==> src/rtl/iod_eye_width_trainer.sv <==
// iod_eye_width_trainer: sweeps the IOD eye-monitor lane width 7..0, locks to the widest clean width
// Ports:
//   FAB_CLK, RESETN (sync, active-low)        clock and reset; FAB_CLK is also the IOD RX_CLK
//   TRAIN_START                               starts a sweep from IDLE, DONE or FAIL
//   EYE_MONITOR_EARLY/LATE                    IOD flags, already in the FAB_CLK domain
//   EYE_MONITOR_LANE_WIDTH/CLEAR_FLAGS        width and flag-clear driven to the IOD
//   RX_SYNC_RST                               IOD receive sync reset during the RST phase
//   TRAIN_BUSY/DONE/FAIL                      sequencer status
//   EYE_PASS_MAP, TRAIN_WIDTH, ERR_CNT        per-width pass map, locked width, post-lock error count
module iod_eye_width_trainer #(
  parameter int RST_CYCLES    = 8,
  parameter int SETTLE_CYCLES = 16,
  parameter int SAMPLE_CYCLES = 256,
  parameter int CNT_W         = 9
) (
  input  logic       FAB_CLK,
  input  logic       RESETN,
  input  logic       TRAIN_START,
  input  logic       EYE_MONITOR_EARLY,
  input  logic       EYE_MONITOR_LATE,
  output logic [2:0] EYE_MONITOR_LANE_WIDTH,
  output logic       EYE_MONITOR_CLEAR_FLAGS,
  output logic       RX_SYNC_RST,
  output logic       TRAIN_BUSY,
  output logic       TRAIN_DONE,
  output logic       TRAIN_FAIL,
  output logic [7:0] EYE_PASS_MAP,
  output logic [2:0] TRAIN_WIDTH,
  output logic [7:0] ERR_CNT
);
  typedef enum logic [3:0] {IDLE, RST, CLEAR, SETTLE, SAMPLE, NEXT, EVAL, DONE, FAIL} state_t;
  state_t state, state_nxt;
  logic [2:0] w, w_nxt, hi, tw_nxt;
  logic [CNT_W-1:0] cnt;
  logic fail, flag, start_ok;
  assign flag = EYE_MONITOR_EARLY | EYE_MONITOR_LATE;
  assign start_ok = TRAIN_START && (state == IDLE || state == DONE || state == FAIL);
  always_comb begin
    hi = 3'd0;
    for (int i = 0; i < 8; i++) if (EYE_PASS_MAP[i]) hi = 3'(i);
  end
  always_comb begin
    state_nxt = state;
    w_nxt = w;
    case (state)
      IDLE, DONE, FAIL: if (start_ok) begin
        state_nxt = RST;
        w_nxt = 3'd7;
      end
      RST:    if (cnt == CNT_W'(RST_CYCLES - 1)) state_nxt = CLEAR;
      CLEAR:  state_nxt = SETTLE;
      SETTLE: if (cnt == CNT_W'(SETTLE_CYCLES - 1)) state_nxt = SAMPLE;
      SAMPLE: if (cnt == CNT_W'(SAMPLE_CYCLES - 1)) state_nxt = NEXT;
      NEXT: begin
        state_nxt = (w == 3'd0) ? EVAL : CLEAR;
        w_nxt = (w == 3'd0) ? w : w - 3'd1;
      end
      EVAL:    state_nxt = (EYE_PASS_MAP != 8'h00) ? DONE : FAIL;
      default: state_nxt = IDLE;
    endcase
    tw_nxt = (state == EVAL) ? hi : start_ok ? 3'd0 : TRAIN_WIDTH;
  end
  // Status and lane outputs are decoded from the next state so that every output is a flop.
  always_ff @(posedge FAB_CLK) begin
    if (!RESETN) begin
      state <= IDLE;
      w <= 3'd7;
      cnt <= '0;
      fail <= 1'b0;
      EYE_PASS_MAP <= 8'h00;
      TRAIN_WIDTH <= 3'd0;
      ERR_CNT <= 8'h00;
      EYE_MONITOR_LANE_WIDTH <= 3'd0;
      EYE_MONITOR_CLEAR_FLAGS <= 1'b0;
      RX_SYNC_RST <= 1'b0;
      TRAIN_BUSY <= 1'b0;
      TRAIN_DONE <= 1'b0;
      TRAIN_FAIL <= 1'b0;
    end else begin
      state <= state_nxt;
      w <= w_nxt;
      cnt <= (state_nxt != state) ? '0 : cnt + 1'b1;
      if (state == CLEAR) fail <= 1'b0;
      else if (state == SAMPLE && flag) fail <= 1'b1;
      if (state == DONE && flag && ERR_CNT != 8'hFF) ERR_CNT <= ERR_CNT + 8'd1;
      if (state == NEXT) EYE_PASS_MAP[w] <= !fail;
      if (start_ok) begin
        EYE_PASS_MAP <= 8'h00;
        ERR_CNT <= 8'h00;
      end
      TRAIN_WIDTH <= tw_nxt;
      EYE_MONITOR_LANE_WIDTH <= (state_nxt inside {CLEAR, SETTLE, SAMPLE, NEXT}) ? w_nxt :
                                (state_nxt inside {DONE, FAIL}) ? tw_nxt : 3'd0;
      EYE_MONITOR_CLEAR_FLAGS <= state_nxt == CLEAR;
      RX_SYNC_RST <= state_nxt == RST;
      TRAIN_BUSY <= state_nxt inside {RST, CLEAR, SETTLE, SAMPLE, NEXT, EVAL};
      TRAIN_DONE <= state_nxt == DONE;
      TRAIN_FAIL <= state_nxt == FAIL;
    end
  end
endmodule

==> config.mk <==
export PLATFORM = sky130hd
export DESIGN_NAME = iod_eye_width_trainer
export DESIGN_NICKNAME = d
export VERILOG_FILES = /design/src/rtl/iod_eye_width_trainer.sv
export SDC_FILE = /design/constraint.sdc
export NUM_CORES = 1
export LEC_CHECK = 0
export ABC_CLOCK_PERIOD_IN_PS = 2600
export CAP_MARGIN = 20
export CORE_ASPECT_RATIO = 0.7
export CORE_UTILIZATION = 30
export DETAILED_ROUTE_END_ITERATION = 12
export MAX_ROUTING_LAYER = met4
export PLACE_DENSITY = 0.52
export REMOVE_ABC_BUFFERS = 1
export SLEW_MARGIN = 20
export SYNTH_ARGS = -nofsm -noshare
export SYNTH_HDL_FRONTEND = slang
export SYNTH_SLANG_ARGS = --single-unit
==> constraint.sdc <==
create_clock -name FAB_CLK -period 2.6 [get_ports FAB_CLK]
set_clock_uncertainty 0.2 [all_clocks]
set_input_delay 0.78 -clock FAB_CLK [delete_from_list [all_inputs] [get_ports FAB_CLK]]
set_output_delay 0.78 -clock FAB_CLK [all_outputs]
set_load 0.005 [all_outputs]
# Yosys cells after proc, flatten, opt, wreduce, memory -nomap -nowiden

Cells that the tools add are included.

Register bits: 44
Bits in latches: 0
Bits in writable memories: 0
ROM bits: 0
Input bits: 5
Output and inout bits: 27
Logic and storage cells: 83
Memories kept: 0

$add $sub $neg: 3
$mul: 0
Divide/modulo/power cells: 0
Order comparisons: 2
Equal/unequal tests: 21
Shift-type cells: 0
Muxes and demuxes: 24
Bitwise operators: 2
Reductions and logical operators: 18

Operators with widths:

| kind                                                        | count |
|---|---|
| 2-to-1 mux 3 bit                                            | 13 |
| == test 4 x 3 -> 1 bit (second input constant)              | 8 |
| one-hot mux 4 bit (7 select lines)                          | 1 |
| 2-to-1 mux 4 bit                                            | 5 |
| == test 4 x 2 -> 1 bit (second input constant)              | 4 |
| adder 9 x 1 -> 9 bit (second input constant)                | 1 |
| == test 9 x 3 -> 1 bit (second input constant)              | 1 |
| == test 9 x 4 -> 1 bit (second input constant)              | 1 |
| == test 9 x 8 -> 1 bit (second input constant)              | 1 |
| adder 8 x 1 -> 8 bit (second input constant)                | 1 |
| bitwise mux 8 bit                                           | 1 |
| == test 4 x 1 -> 1 bit (second input constant)              | 2 |
| == test 4 bit (second input constant)                       | 2 |
| inequality test 8 bit (second input constant)               | 1 |
| nonzero test 8 bit                                          | 1 |
| one-hot mux 3 bit (2 select lines)                          | 1 |
| nonzero test 6 bit                                          | 1 |
| OR reduction 2 bit                                          | 3 |
| logical AND 1 bit                                           | 5 |
| zero test 4 bit                                             | 1 |
| less-than comparator 3 x 4 -> 1 bit (second input constant) | 1 |
| inequality test 4 bit                                       | 1 |
| nonzero test 4 bit                                          | 1 |
| demux 1 bit (select 3 bit)                                  | 1 |
| other kinds (10)                                            | 12 |

# Logic depth before layout (Yosys ltp)

Gate-level depths: netlist (run 1).

Depth in word-level cells: 10
Gate-level depth with buffers: 10

# Worst setup path after synthesis (run 1)

No wires, ideal clock.

Kind: register to register
Start point: reg cnt[0]
End point: reg cnt[0]
Library setup time: 0.147 ns
Data arrival time: 2.270 ns
Required time: 2.253 ns
Setup slack: -0.017 ns
Cell stages (with the launch flop): 7
Buffers on the path: 0
Path through: dfxtp_1 ha_1 or4b_4 or3_4 a31o_4 o41ai_4 a211oi_1

Word-level cells in the longest chain between the ends: 5

Ends and longest elaborated chain:

| element                                              | line       | text |
|---|---|---|
| from (decl)                                          | 34         | `logic [CNT_W-1:0] cnt;` |
| from (signal assigned)                               | 82         | `cnt <= (state_nxt != state) ? '0 : cnt + 1'b1;` |
| == test 9 x 8 -> 1 bit, or another cell as far along | 53         | `SAMPLE: if (cnt == CNT_W'(SAMPLE_CYCLES - 1)) state_nxt = NEXT;` |
| 2-to-1 mux 4 bit, on equally long branches           | 53, 50, 52 |  |
| one-hot mux 4 bit (7 select lines)                   | 45         | `case (state)` |
| inequality test 4 bit                                | 82         |  |
| OR reduction 2 bit (no line)                         | --         |  |

Several ways; a longest one is shown, not always the timed one.
A chain may end at the register's enable or synchronous reset.

# Worst setup path in the final report (run 1)

Start point: reg cnt[0]
End point: reg TRAIN_BUSY

Word-level cells in the longest chain between the ends: 5

Ends and longest elaborated chain:

| element                                              | line       | text |
|---|---|---|
| == test 9 x 8 -> 1 bit, or another cell as far along | 53         |  |
| 2-to-1 mux 4 bit, on equally long branches           | 53, 50, 52 |  |
| one-hot mux 4 bit (7 select lines) (*)               | 45         |  |
| == test 4 x 1 -> 1 bit, or another cell as far along | 96         | `TRAIN_BUSY <= state_nxt inside {RST, CLEAR, SETTLE, SAMPLE, NEXT, EVAL};` |
| nonzero test 6 bit (*)                               | 96         |  |
| to (signal assigned)                                 | 96         |  |
| to (decl)                                            | 24         | `output logic TRAIN_BUSY,` |

Every way passes the cells marked *; elsewhere a longest branch is shown, timed or not.

==> impl_summary.md, run 1 <==
Power
The cell leakage power is ~1.1 nW. The power density over cell area is ~430 mW/mm². The worst ir drop on vdd is between 0.15 and 0.2 mV.

Drt
The detailed-route wire length is ~5.6 mm. Before antenna repair, the detailed router went through 4 iterations. For this run, design rule violations remaining after detail routing come to 0. Dividing the detail-routed wire length by the instance count gives roughly 14 µm. The starting DRC count in detailed routing is roughly 160. The detailed router put a total of 3.10 mm of wire on met1.

The detail route stage leaves a number of antenna-violating nets equal to 0. The vias per cell is 4.91. In this run the top signal layer used is met4. Summed over all nets, wire length on met2 after detailed routing comes to between 2 and 2.5 mm. The routed design uses about 320 µm of met3 wire.

Across all layers, the routed design uses between 1500 and 2000 vias.

Clocking
The tree built by TritonCTS fans out to 44 sinks. The clock edge transition at the registers on the reported setup and hold paths is 0.10 ns. In this run the clock root is driven by a sky130_fd_sc_hd__clkbuf_8. In this run, CTS created clock tree buffers numbering 5. TritonCTS built the clock tree. For the worst-skew pair, the clock arrives at the later sink with an insertion delay of between 0.3 and 0.4 ns. In this run, post-CTS hold repair placed 0 buffers. The clock passes through at most 2 buffers. The H-tree was split into 2 levels.

Finish
The net total in the final layout is 320. In the final layout, the share of cells above drive strength 1 is 0.170. Measured on the finished design, the core utilization comes to 0.429.

The finished layout cell area is between 0.002 and 0.003 mm². Compared with the post-synthesis result, the final layout area differs by 34.6%. The antenna diode instance count is 0.

Die
32 I/O pins were placed. The die covers 0.00769 mm². The initial standard-cell utilization of the core is 0.319.

In this run the vertical extent of the chip is approximately 74 µm. The floorplan has 25 rows. After floorplanning, the core was sized to cover slightly below 0.007 mm². The die is around 100 µm wide.

Synth
The average cell area after synthesis is 8.88 µm². The top flip-flop cell by instance count after synthesis is sky130_fd_sc_hd__dfxtp_1. The post-synthesis cell count is 248.

The sequential fraction of the synthesis area is 0.400. The post-synthesis sequential element count is 44. The synthesized cell area is roughly 0.0022 mm². During synthesis, Yosys emitted a total of 0 warnings. The number of distinct library cell variants in the gate-level netlist after synthesis is 57. For this run, asynchronously set or reset flops after synthesis account for 0. Counting flops with a built-in enable in the synthesized netlist gives 0.

Global routing
The pin count of the biggest net entering global routing is 17. The global-route usage over all layers is 0.156. The initial antenna violation count is 0.

The first global-routing pass estimated 9.16 mm of wire. The number of global-route vias before repair is between 1500 and 2000. The total global routing overflow is 0.

Place
The count of input and output buffers is 31. The congestion estimate from routability-driven global placement came to between 0.8 and 0.9. The placed wire-length estimate after detailed placement is around 4.1 mm. Once placement finished, the instance area stood at between 0.002 and 0.003 mm².

Min path
The worst hold path passes through 2 cells. The type of the worst min-delay path is register to register.

Setup path
The kind of end point of the critical path is a register. The worst-case reg-to-reg path depth is 7. The setup path with the least slack is of type register to register. STA puts the critical path data arrival time at around 2.5 ns. Along the worst path, the maximum fanout reaches 4. For the worst setup path, the data required time is ~2.6 ns. The kind of launch point of the worst setup path is a register.

STA
Setup violations remaining at the end of the flow were counted as 0. At the pin with the least slew margin, the transition time is just under 0.5 ns. For the final routed database, the setup TNS stands at 0 ns. The tightest slew margin relative to the limit is 0.672.

The count of pins over their slew limit was 0. The final count of hold timing violations is 0. Timing would allow up to 390 MHz. Setup repair after global routing could not meet its margin everywhere. For the finished layout, the period the worst path requires is about 2.6 ns. In the finished design, the share of the clock period the worst path needs comes to 0.985.

Status
The flow ran to the end, and the final reports show no timing, DRC or antenna violations.

Job
The number of max-capacitance violations reported is 0.
cells by family (layout without fill, tap and decap cells):
| kind of cell | after synthesis | in the layout | share of synthesized area |
|---|---|---|---|
| flops | 44 | 44 | 0.400 |
| xor+xnor | 11 | 11 | 0.0437 |
| simple gates | 111 | 111 | 0.277 |
| fa+ha+maj | 5 | 5 | 0.0284 |
| mux | 7 | 7 | 0.0318 |
| buf+inv | 17 | 80 | 0.0290 |
| compound gates | 53 | 53 | 0.190 |
cells in the mapped netlist (all sizes together), types with 2 or more instances:
master,number,area share
nor2,30,0.051
or2,3,0.0085
o32ai,3,0.012
or3,4,0.014
or4b,2,0.011
a211oi,11,0.038
o21ai,6,0.014
xor2,7,0.028
o22ai,2,0.0057
clkbuf,6,0.010
and3,4,0.011
mux2i,7,0.032
nor2b,3,0.0085
nor3,7,0.016
a221oi,4,0.019
xnor2,4,0.016
nand3b,2,0.013
ha,5,0.028
nand2b,6,0.017
dfxtp,44,0.40
nor4,4,0.014
nor3b,2,0.0068
nand4,5,0.014
o21a,2,0.0068
a21oi,9,0.020
and2,6,0.017
nand2,21,0.036
nand3,7,0.016
inv,10,0.017
final timing paths:
| path | start | to | slack (ns) |
|---|---|---|---|
| worst max-delay path | cnt[0] | TRAIN_BUSY | 0.04 |
| worst min-delay path | ERR_CNT[7] | ERR_CNT[7] | 0.32 |
| worst max register to register | cnt[0] | TRAIN_BUSY | 0.04 |
| worst min register to register | ERR_CNT[7] | ERR_CNT[7] | 0.32 |
critical path: stages, from the launching register on:
cell                       delay, ns
sky130_fd_sc_hd__dfxtp_2        0.36
sky130_fd_sc_hd__ha_4           0.14
sky130_fd_sc_hd__or4b_4         0.45
sky130_fd_sc_hd__or3_4          0.35
sky130_fd_sc_hd__a31o_4         0.27
sky130_fd_sc_hd__buf_4          0.15
sky130_fd_sc_hd__nor4_4         0.36
sky130_fd_sc_hd__a211oi_1       0.16
placed cells by master, fill, tap and decap left out, types with 2 or more instances in the layout:
cell	synthesis	final
sky130_fd_sc_hd__a211oi_1	11	10
sky130_fd_sc_hd__xnor2_1	4	4
sky130_fd_sc_hd__or3_1	3	3
sky130_fd_sc_hd__clkdlybuf4s50_1	0	31
sky130_fd_sc_hd__inv_1	10	10
sky130_fd_sc_hd__nor3_1	7	7
sky130_fd_sc_hd__or2_2	2	2
sky130_fd_sc_hd__nand3_1	7	7
sky130_fd_sc_hd__clkbuf_8	0	5
sky130_fd_sc_hd__dfxtp_2	0	2
sky130_fd_sc_hd__nand2_1	21	21
sky130_fd_sc_hd__nand2b_1	6	6
sky130_fd_sc_hd__and3_1	4	4
sky130_fd_sc_hd__buf_4	0	30
sky130_fd_sc_hd__mux2i_1	7	7
sky130_fd_sc_hd__nor2_1	30	30
sky130_fd_sc_hd__nand4_1	5	5
sky130_fd_sc_hd__o32ai_1	3	3
sky130_fd_sc_hd__o21a_1	2	2
sky130_fd_sc_hd__nor2b_1	3	3
sky130_fd_sc_hd__o22ai_1	2	2
sky130_fd_sc_hd__xor2_1	7	7
sky130_fd_sc_hd__o21ai_0	6	6
sky130_fd_sc_hd__inv_6	0	2
sky130_fd_sc_hd__and2_1	6	6
sky130_fd_sc_hd__nor3b_1	2	2
sky130_fd_sc_hd__ha_1	5	4
sky130_fd_sc_hd__a221oi_1	3	3
sky130_fd_sc_hd__a21oi_1	9	9
sky130_fd_sc_hd__nor4_1	3	3
sky130_fd_sc_hd__dfxtp_1	44	42
state kept, by name, indices dropped and copies added, names as in the netlist, 3 cells and up:
signal and cells:
cnt 9, state 4, EYE_PASS_MAP 8, EYE_MONITOR_LANE_WIDTH 3
ERR_CNT 8, w 3, TRAIN_WIDTH 3
per-stage QoR:
step | setup WS (ns) | hold slack, ns | power [W] | cells
CTS | 0.0370 | 0.328 | 0.00129 | 402
finish | 0.0382 | 0.325 | 0.00129 | 405
detailed placement | -0.0756 | 0.312 | 0.000828 | 394
global placement | -0.0864 | 0.294 | 0.000830 | 394
global route | -0.0353 | 0.343 | 0.00135 | 405
floorplan | -0.0171 | 0.245 | 0.000766 | 241
final cells by class:
cell class,instances,area (µm²)
Fill cell,672,3950
Clock inverter,3,26.3
Inverter,10,37.5
Multi-Input combinational cell,187,1280
Tap cell,94,118
Clock buffer,5,68.8
Sequential cell,44,883
Timing Repair Buffer,62,547
where the power goes:
part	switching [W]	total (W)	internal (W)	leakage, nW
Sequential	0.00000512	0.000688	0.000683	0.356
Clock	0.000262	0.000460	0.000198	0.0491
Combinational	0.0000744	0.000138	0.0000637	0.726
metal layers:
metal,vias to the layer above,GRT usage
met3,5,0.0408
li1,1037,-
met2,53,0.216
met5,-,-
met1,895,0.224
met4,0,0.0333
what timing repair did:
action | in CTS | in global routing
buffers inserted | 0 | 2
resized for setup | 0 | 8
endpoints found under the setup margin | 0 | 11
(Power assumes the default switching activity.)
==> inputs of run 2 (changes only) <==
- CORE_MARGIN: not set -> 2
==> run 2 against run 1 <==
Net effect: cell count decreased by 0.74%; total power increased by 4.1%; maximum frequency increased by 3.2%; sequential power about the same; flip-flop and latch count unchanged; critical path depth decreased by 1; clock-buffer cell count increased by 1; final area decreased by 1.7%; non-clock buffer count decreased by 7; highest routed layer unchanged.
==> impl_summary.md, run 2 (same netlist as run 1, synthesis figures left out) <==
Setup path
The arrival time at the worst endpoint is 2.50 ns (was 2.54 ns). The kind of end point of the critical path is a register (unchanged). The reg-to-reg startpoint is cnt[0] (unchanged). The kind of launch point of the worst setup path is a primary input (was register).

The category of cells accounting for the largest share of critical-path delay was simple AND/OR/NAND/NOR gates (unchanged). The count of buffering cells on the critical path with inverters included came to 1 (unchanged). The critical path's largest stage delay is 0.55 ns (was 0.45 ns).

The endpoint required time on the critical path came to 2.62 ns (was 2.58 ns). The cell with the biggest individual delay on the critical path was sky130_fd_sc_hd__clkdlybuf4s50_1 (was sky130_fd_sc_hd__or4b_4). The type of the worst setup path is primary input to register (was register to register). The launching instance or port of the critical path is TRAIN_START (was cnt[0]). The highest net fanout along the worst path is 5 (was 4). Cell-by-cell listing of the critical path: clkdlybuf4s50_1 > nand2b_1 > a221oi_1 > nor3_1 > nor3b_1 > nor3b_1 (was ha_4 > or4b_4 > or3_4 > a31o_4 > buf_4 > nor4_4 > a211oi_1).

By instance count, the cell type seen most on the critical path is sky130_fd_sc_hd__nor3b_1.

STA
The final period utilization is 0.955 (was 0.985). The count of final setup violators is 0 (unchanged). The transition at the pin with the smallest max-transition slack was 0.500 ns (was 0.486 ns). The count of pins over their slew limit came to 0 (unchanged). Unrepaired setup endpoints after global routing: false (was true). The tightest slew margin relative to the limit is 0.666 (was 0.672). The setup TNS after final layout came to 0 ns (unchanged).

The shortest period the worst path allows is 2.48 ns (was 2.56 ns). The final count of hold timing violations is 0 (unchanged). The achievable clock frequency is 403 MHz (was 390 MHz).

Die
The placeable core area is 0.00719 mm² (was 0.00691 mm²). The die outline area is 0.00805 mm² (was 0.00769 mm²). The initial standard-cell utilization of the core came to 0.306 (was 0.319). The horizontal die dimension is 106 µm (was 104 µm). The count of pins on the block boundary is 32 (unchanged). The die boundary height was 75.7 µm (was 73.7 µm).

The number of standard-cell rows in the floorplan is 26 (was 25).

Finish
The net total in the final layout is 313 (was 320). The commonest non-fill, non-tap cell in the layout is sky130_fd_sc_hd__dfxtp_1 (unchanged). Commonest non-fill, non-tap cells in the layout: sky130_fd_sc_hd__dfxtp_1, sky130_fd_sc_hd__clkdlybuf4s50_1, sky130_fd_sc_hd__nor2_1 (was sky130_fd_sc_hd__dfxtp_1, sky130_fd_sc_hd__clkdlybuf4s50_1, sky130_fd_sc_hd__nor2_1, sky130_fd_sc_hd__buf_4, sky130_fd_sc_hd__nand2_1). The signed area change from the synthesized netlist to the final layout is 32.3% (was 34.6%). The area occupied by multi-input gates is 0.00127 mm² (was 0.00128 mm²). The number of filler instances in the final layout was 751 (was 672). The flip-flop count of the largest register, all copies and words added is 9 (unchanged). Largest registers: cnt x9, ERR_CNT x8, EYE_PASS_MAP x8 (unchanged). The antenna diode instance count is 0 (unchanged). The register with the highest flop count is cnt (unchanged). The fraction of final layout cells sized beyond drive strength 1 is 0.141 (was 0.170). The finished layout cell area is 0.00291 mm² (was 0.00296 mm²).

The sequential standard cell area is 881 µm² (was 883 µm²).

Power
The switching share of power is 0.234 (was 0.266). The share of power burned in the clock network came to 0.390 (was 0.358). The switching power is 0.000314 W (was 0.000341 W). The internal power came to 0.00103 W (was 0.000945 W). The share of total power in combinational logic is 0.095 (was 0.107). The cell leakage power is 1.10 nW (was 1.13 nW). The worst ir drop on vdd is 0.194 mV (was 0.191 mV). The sequential group share of total power came to 0.515 (was 0.535). The power density over cell area is 460 mW/mm² (was 434 mW/mm²).

Clocking
The clock tree root driver cell was sky130_fd_sc_hd__clkbuf_8 (unchanged). The number of sinks driven by the clock tree is 44 (unchanged). The later-pin clock latency in the skew report came to 0.30 ns (was 0.31 ns).

The TritonCTS clock tree is yes (unchanged). The number of CTS-inserted buffers was 5 (unchanged). The maximum root-to-sink buffer count is 2 (unchanged).

The post-CTS setup buffer count is 0 (unchanged). The clock edge transition at the registers on the reported setup and hold paths is 0.09 ns (was 0.10 ns). The count of H-tree levels built during CTS was 2 (unchanged).

Drt
The starting DRC count in detailed routing is 156 (was 155). The total via count in the routed design is 2055 (was 1990). The routed wire length per instance came to 14.2 µm (was 13.9 µm). The detailed-route wire length is 5.71 mm (was 5.62 mm). The post-detailed-route count of antenna-violating nets is 0 (unchanged). The detailed-routing iteration count for the pre-antenna-repair pass is 4 (unchanged). The vias per cell is 5.11 (was 4.91).

The DRC violation count after routing came to 0 (unchanged).

Global routing
The global-route usage over all layers is 0.148 (was 0.156). The global-route wire length before repair is 8.89 mm (was 9.16 mm). The number of global-route vias before repair came to 1810 (was 1913). The total global routing overflow is 0 (unchanged).

The initial antenna violation count is 0 (unchanged). The pin count of the biggest net entering global routing is 17 (unchanged).

Place
The placed standard-cell area is 0.00278 mm² (was 0.00281 mm²). The placed wire-length estimate after detailed placement was 4.15 mm (was 4.08 mm). The routability congestion estimate from global placement is 0.873 (was 0.850).

The count of input and output buffers came to 31 (unchanged).

Min path
The worst min-delay path startpoint is ERR_CNT[7] (unchanged). The type of the worst min-delay path is register to register (unchanged).

Status
Result of the run: finished, final reports clean (unchanged).

Job
The number of max-capacitance violations reported is 0 (unchanged).
[run 2: final timing paths]
check	to	slack (ns)	cells past startpoint
worst max-delay path	RX_SYNC_RST	0.12	6
worst min-delay path	ERR_CNT[7]	0.31	2
worst max register to register	TRAIN_BUSY	0.12	6
worst min register to register	ERR_CNT[7]	0.31	2
[run 2: final cells by class]
type / instances / area share
Clock buffer: 6 / 0.0249
Sequential cell: 44 / 0.302
Multi-Input combinational cell: 187 / 0.436
Inverter: 10 / 0.0129
Tap cell: 98 / 0.0421
Clock inverter: 2 / 0.0120
Timing Repair Buffer: 55 / 0.170
[run 2: worst reg2reg max path, stage by stage (launching register included)]
cell	delay [ns]
sky130_fd_sc_hd__dfxtp_1	0.34
sky130_fd_sc_hd__ha_2	0.19
sky130_fd_sc_hd__or4b_4	0.47
sky130_fd_sc_hd__or3_4	0.35
sky130_fd_sc_hd__a31o_4	0.29
sky130_fd_sc_hd__nor4_4	0.37
sky130_fd_sc_hd__a211oi_1	0.15
[run 2: power groups by stage]
stage               Combinational (W)  Clock (W)  Sequential, W
floorplan                   0.0000589          0       0.000707
global placement             0.000119          0       0.000705
detailed placement           0.000118          0       0.000704
CTS                          0.000119   0.000539       0.000689
global route                 0.000139   0.000567       0.000690
finish                       0.000128   0.000522       0.000689
[run 2: timing repair]
action / CTS / global route
hold buffers: 0 / 0
resized for setup: 0 / 6
endpoints found under the setup margin: 0 / 15
[run 2: routing by layer]
layer,up-vias,GRT usage,routed length (µm)
met5,-,-,0
met1,966,0.218,3040
met4,0,0.0512,73
met2,60,0.194,2220
li1,1019,-,-
met3,10,0.0351,374
[run 2: metrics by stage]
| step | hold slack [ns] | utilization | setup WS, ns | power, W | instances |
|---|---|---|---|---|---|
| 2_1_floorplan | 0.245 | - | -0.0171 | 0.000766 | 241 |
| 3_3_place_gp | 0.302 | 0.387 | -0.0581 | 0.000823 | 393 |
| 3_5_place_dp | 0.304 | 0.387 | -0.0896 | 0.000823 | 393 |
| 4_1_cts | 0.318 | 0.402 | 0.000163 | 0.00135 | 401 |
| 5_1_grt | 0.349 | 0.405 | 0.00703 | 0.00140 | 402 |
| 6_report | 0.312 | 0.405 | 0.117 | 0.00134 | 402 |
==> inputs of run 3 (changes only) <==
==> constraint.sdc (replaced) <==
create_clock -name FAB_CLK -period 2.6 [get_ports FAB_CLK]
set_clock_uncertainty 0.2 [all_clocks]
set_input_delay 0.52 -clock FAB_CLK [delete_from_list [all_inputs] [get_ports FAB_CLK]]
set_output_delay 0.52 -clock FAB_CLK [all_outputs]
set_load 0.005 [all_outputs]
==> run 3 against run 2 <==
Net effect: routed wire length fell by 0.25%; flip-flop and latch count did not move; clock-buffer cell count rose by 2; clock power fell by 14%; critical path depth rose by 6; first-iteration DRC count rose by 0.64%; global-route usage rose by 0.19 points; worst hold slack got worse by 0.0019 ns; maximum frequency rose by 0.12%; core utilization fell by 0.45 points; die area did not move; critical path type is now register to register.
==> impl_summary.md, run 3 (same netlist as run 1, synthesis figures left out) <==
Drt
The routed wire length per instance is 14.2 µm (about the same). The total via count in the routed design is 2019 (was 2055). The starting DRC count in detailed routing is 157 (was 156). The detailed-routing iteration count for the pre-antenna-repair pass is 4 (unchanged). The post-detailed-route count of antenna-violating nets is 0 (unchanged). The vias per cell is 5.05 (was 5.11). The DRC violation count after routing is 0 (unchanged). The detailed-route wire length came to 5.69 mm (was 5.71 mm).

Clocking
The TritonCTS clock tree is yes (unchanged). The number of sinks driven by the clock tree was 44 (unchanged). The count of H-tree levels built during CTS is 2 (unchanged). The later-pin clock latency in the skew report is 0.30 ns (about the same). The count of hold buffers inserted by post-cts repair is 0 (unchanged). The number of CTS-inserted buffers is 5 (unchanged). The clock tree root driver cell is sky130_fd_sc_hd__clkbuf_8 (unchanged). The clock edge transition at the registers on the reported setup and hold paths was 0.08 ns (was 0.09 ns). The maximum root-to-sink buffer count is 2 (unchanged).

STA
Unrepaired setup endpoints after global routing: true (was false). The tightest slew margin relative to the limit came to 0.673 (was 0.666). The count of final setup violators is 0 (unchanged).

The setup TNS after final layout is 0 ns (unchanged). The shortest period the worst path allows is 2.48 ns (about the same). The achievable clock frequency is 403 MHz (about the same). The transition at the pin with the smallest max-transition slack is 0.484 ns (was 0.500 ns). The final count of hold timing violations is 0 (unchanged). The count of pins over their slew limit is 0 (unchanged). The final period utilization is 0.954 (was 0.955).

Place
The placed standard-cell area is 0.00277 mm² (was 0.00278 mm²). The routability congestion estimate from global placement came to 0.820 (was 0.873). The placed wire-length estimate after detailed placement came to 4.26 mm (was 4.15 mm).

The count of input and output buffers is 31 (unchanged).

Setup path
The arrival time at the worst endpoint is 2.46 ns (was 2.50 ns). The kind of launch point of the worst setup path is a register (was primary input). The type of the worst setup path is register to register (was primary input to register). The highest net fanout along the worst path is 4 (was 5).

The endpoint required time on the critical path is 2.58 ns (was 2.62 ns). The kind of end point of the critical path was a register (unchanged).

Die
The horizontal die dimension is 106 µm (unchanged). The die boundary height is 75.7 µm (unchanged). The placeable core area was 0.00719 mm² (unchanged). The initial standard-cell utilization of the core is 0.306 (unchanged).

The die outline area is 0.00805 mm² (unchanged). The number of standard-cell rows in the floorplan came to 26 (unchanged). The count of pins on the block boundary is 32 (unchanged).

Power
The power density over cell area is 440 mW/mm² (was 460 mW/mm²). The cell leakage power is 1.09 nW (was 1.10 nW). The worst ir drop on vdd is 0.179 mV (was 0.194 mV).

Job
The number of max-capacitance violations reported is 0 (unchanged).

Global routing
The initial antenna violation count came to 0 (unchanged). The global-route usage over all layers came to 0.150 (was 0.148). The global-route wire length before repair came to 9.03 mm (was 8.89 mm). The pin count of the biggest net entering global routing is 17 (unchanged).

The total global routing overflow came to 0 (unchanged). The number of global-route vias before repair is 1785 (was 1810).

Min path
The type of the worst min-delay path is register to register (unchanged).

Finish
The share of the core filled with cells is 0.401 (was 0.405). The signed area change from the synthesized netlist to the final layout is 30.9% (was 32.3%). The flip-flop count of the largest register, all copies and words added was 9 (unchanged).

The number of filler instances in the final layout is 749 (was 751). The register with the highest flop count is cnt (unchanged). The antenna diode instance count is 0 (unchanged). The commonest non-fill, non-tap cell in the layout is sky130_fd_sc_hd__dfxtp_1 (unchanged). Commonest non-fill, non-tap cells in the layout: sky130_fd_sc_hd__dfxtp_1, sky130_fd_sc_hd__clkdlybuf4s50_1, sky130_fd_sc_hd__nor2_1 (unchanged).

The finished layout cell area came to 0.00288 mm² (was 0.00291 mm²). The fraction of final layout cells sized beyond drive strength 1 is 0.129 (was 0.141). Largest registers: cnt x9, ERR_CNT x8, EYE_PASS_MAP x8 (unchanged).

The net total in the final layout is 311 (was 313).

Status
Result of the run: finished, final reports clean (unchanged).
-- run 3: critical path, cell delays in order (launching register included) --
cell and delay (ns):
sky130_fd_sc_hd__dfxtp_1 0.32, sky130_fd_sc_hd__ha_1 0.20, sky130_fd_sc_hd__buf_4 0.14, sky130_fd_sc_hd__nand2_1 0.08
sky130_fd_sc_hd__nor2_1 0.07, sky130_fd_sc_hd__and3_1 0.20, sky130_fd_sc_hd__ha_1 0.18, sky130_fd_sc_hd__nand3b_1 0.07
sky130_fd_sc_hd__a21boi_0 0.08, sky130_fd_sc_hd__buf_4 0.16, sky130_fd_sc_hd__o41ai_4 0.40, sky130_fd_sc_hd__buf_4 0.21
sky130_fd_sc_hd__a211oi_1 0.06
-- run 3: area by class of cell --
type                            count  area (µm²)  area share
Tap cell                           98         123      0.0426
Sequential cell                    44         881       0.306
Inverter                           10        37.5      0.0130
Clock buffer                        8        90.1      0.0313
Multi-Input combinational cell    187        1270       0.441
Timing Repair Buffer               53         479       0.166
-- run 3: final timing paths --
kind | start | endpoint | slack, ns | cells past startpoint
max | cnt[0] | cnt[5] | 0.12 | 12
min | ERR_CNT[7] | ERR_CNT[7] | 0.31 | 2
max reg2reg | cnt[0] | cnt[5] | 0.12 | 12
min reg2reg | ERR_CNT[7] | ERR_CNT[7] | 0.31 | 2
-- run 3: per-layer routing --
metal,up-vias,wire length (µm),track usage
li1,1017,-,-
met2,54,2230,0.200
met4,0,48,0.0351
met3,4,325,0.0351
met5,-,0,-
met1,944,3090,0.224
-- run 3: where the power goes --
group	switching (W)	internal [W]	total (W)
clock	0.000233	0.000217	0.000450
sequential	0.00000635	0.000682	0.000689
combinational	0.0000710	0.0000567	0.000128
-- run 3: stage by stage --
step                power, W  worst slack (ns)  hold slack [ns]  instances
global placement    0.000824            0.0756            0.298        391
detailed placement  0.000823           0.00380            0.301        391
finish               0.00127             0.120            0.311        400
global route         0.00132          -0.00473            0.348        400
floorplan           0.000766           -0.0171            0.245        241
CTS                  0.00127          0.000192            0.313        399
-- run 3: timing repair --
action | CTS | global route
setup buffers | 0 | 0
setup endpoints to repair | 0 | 14
resized for setup | 0 | 4
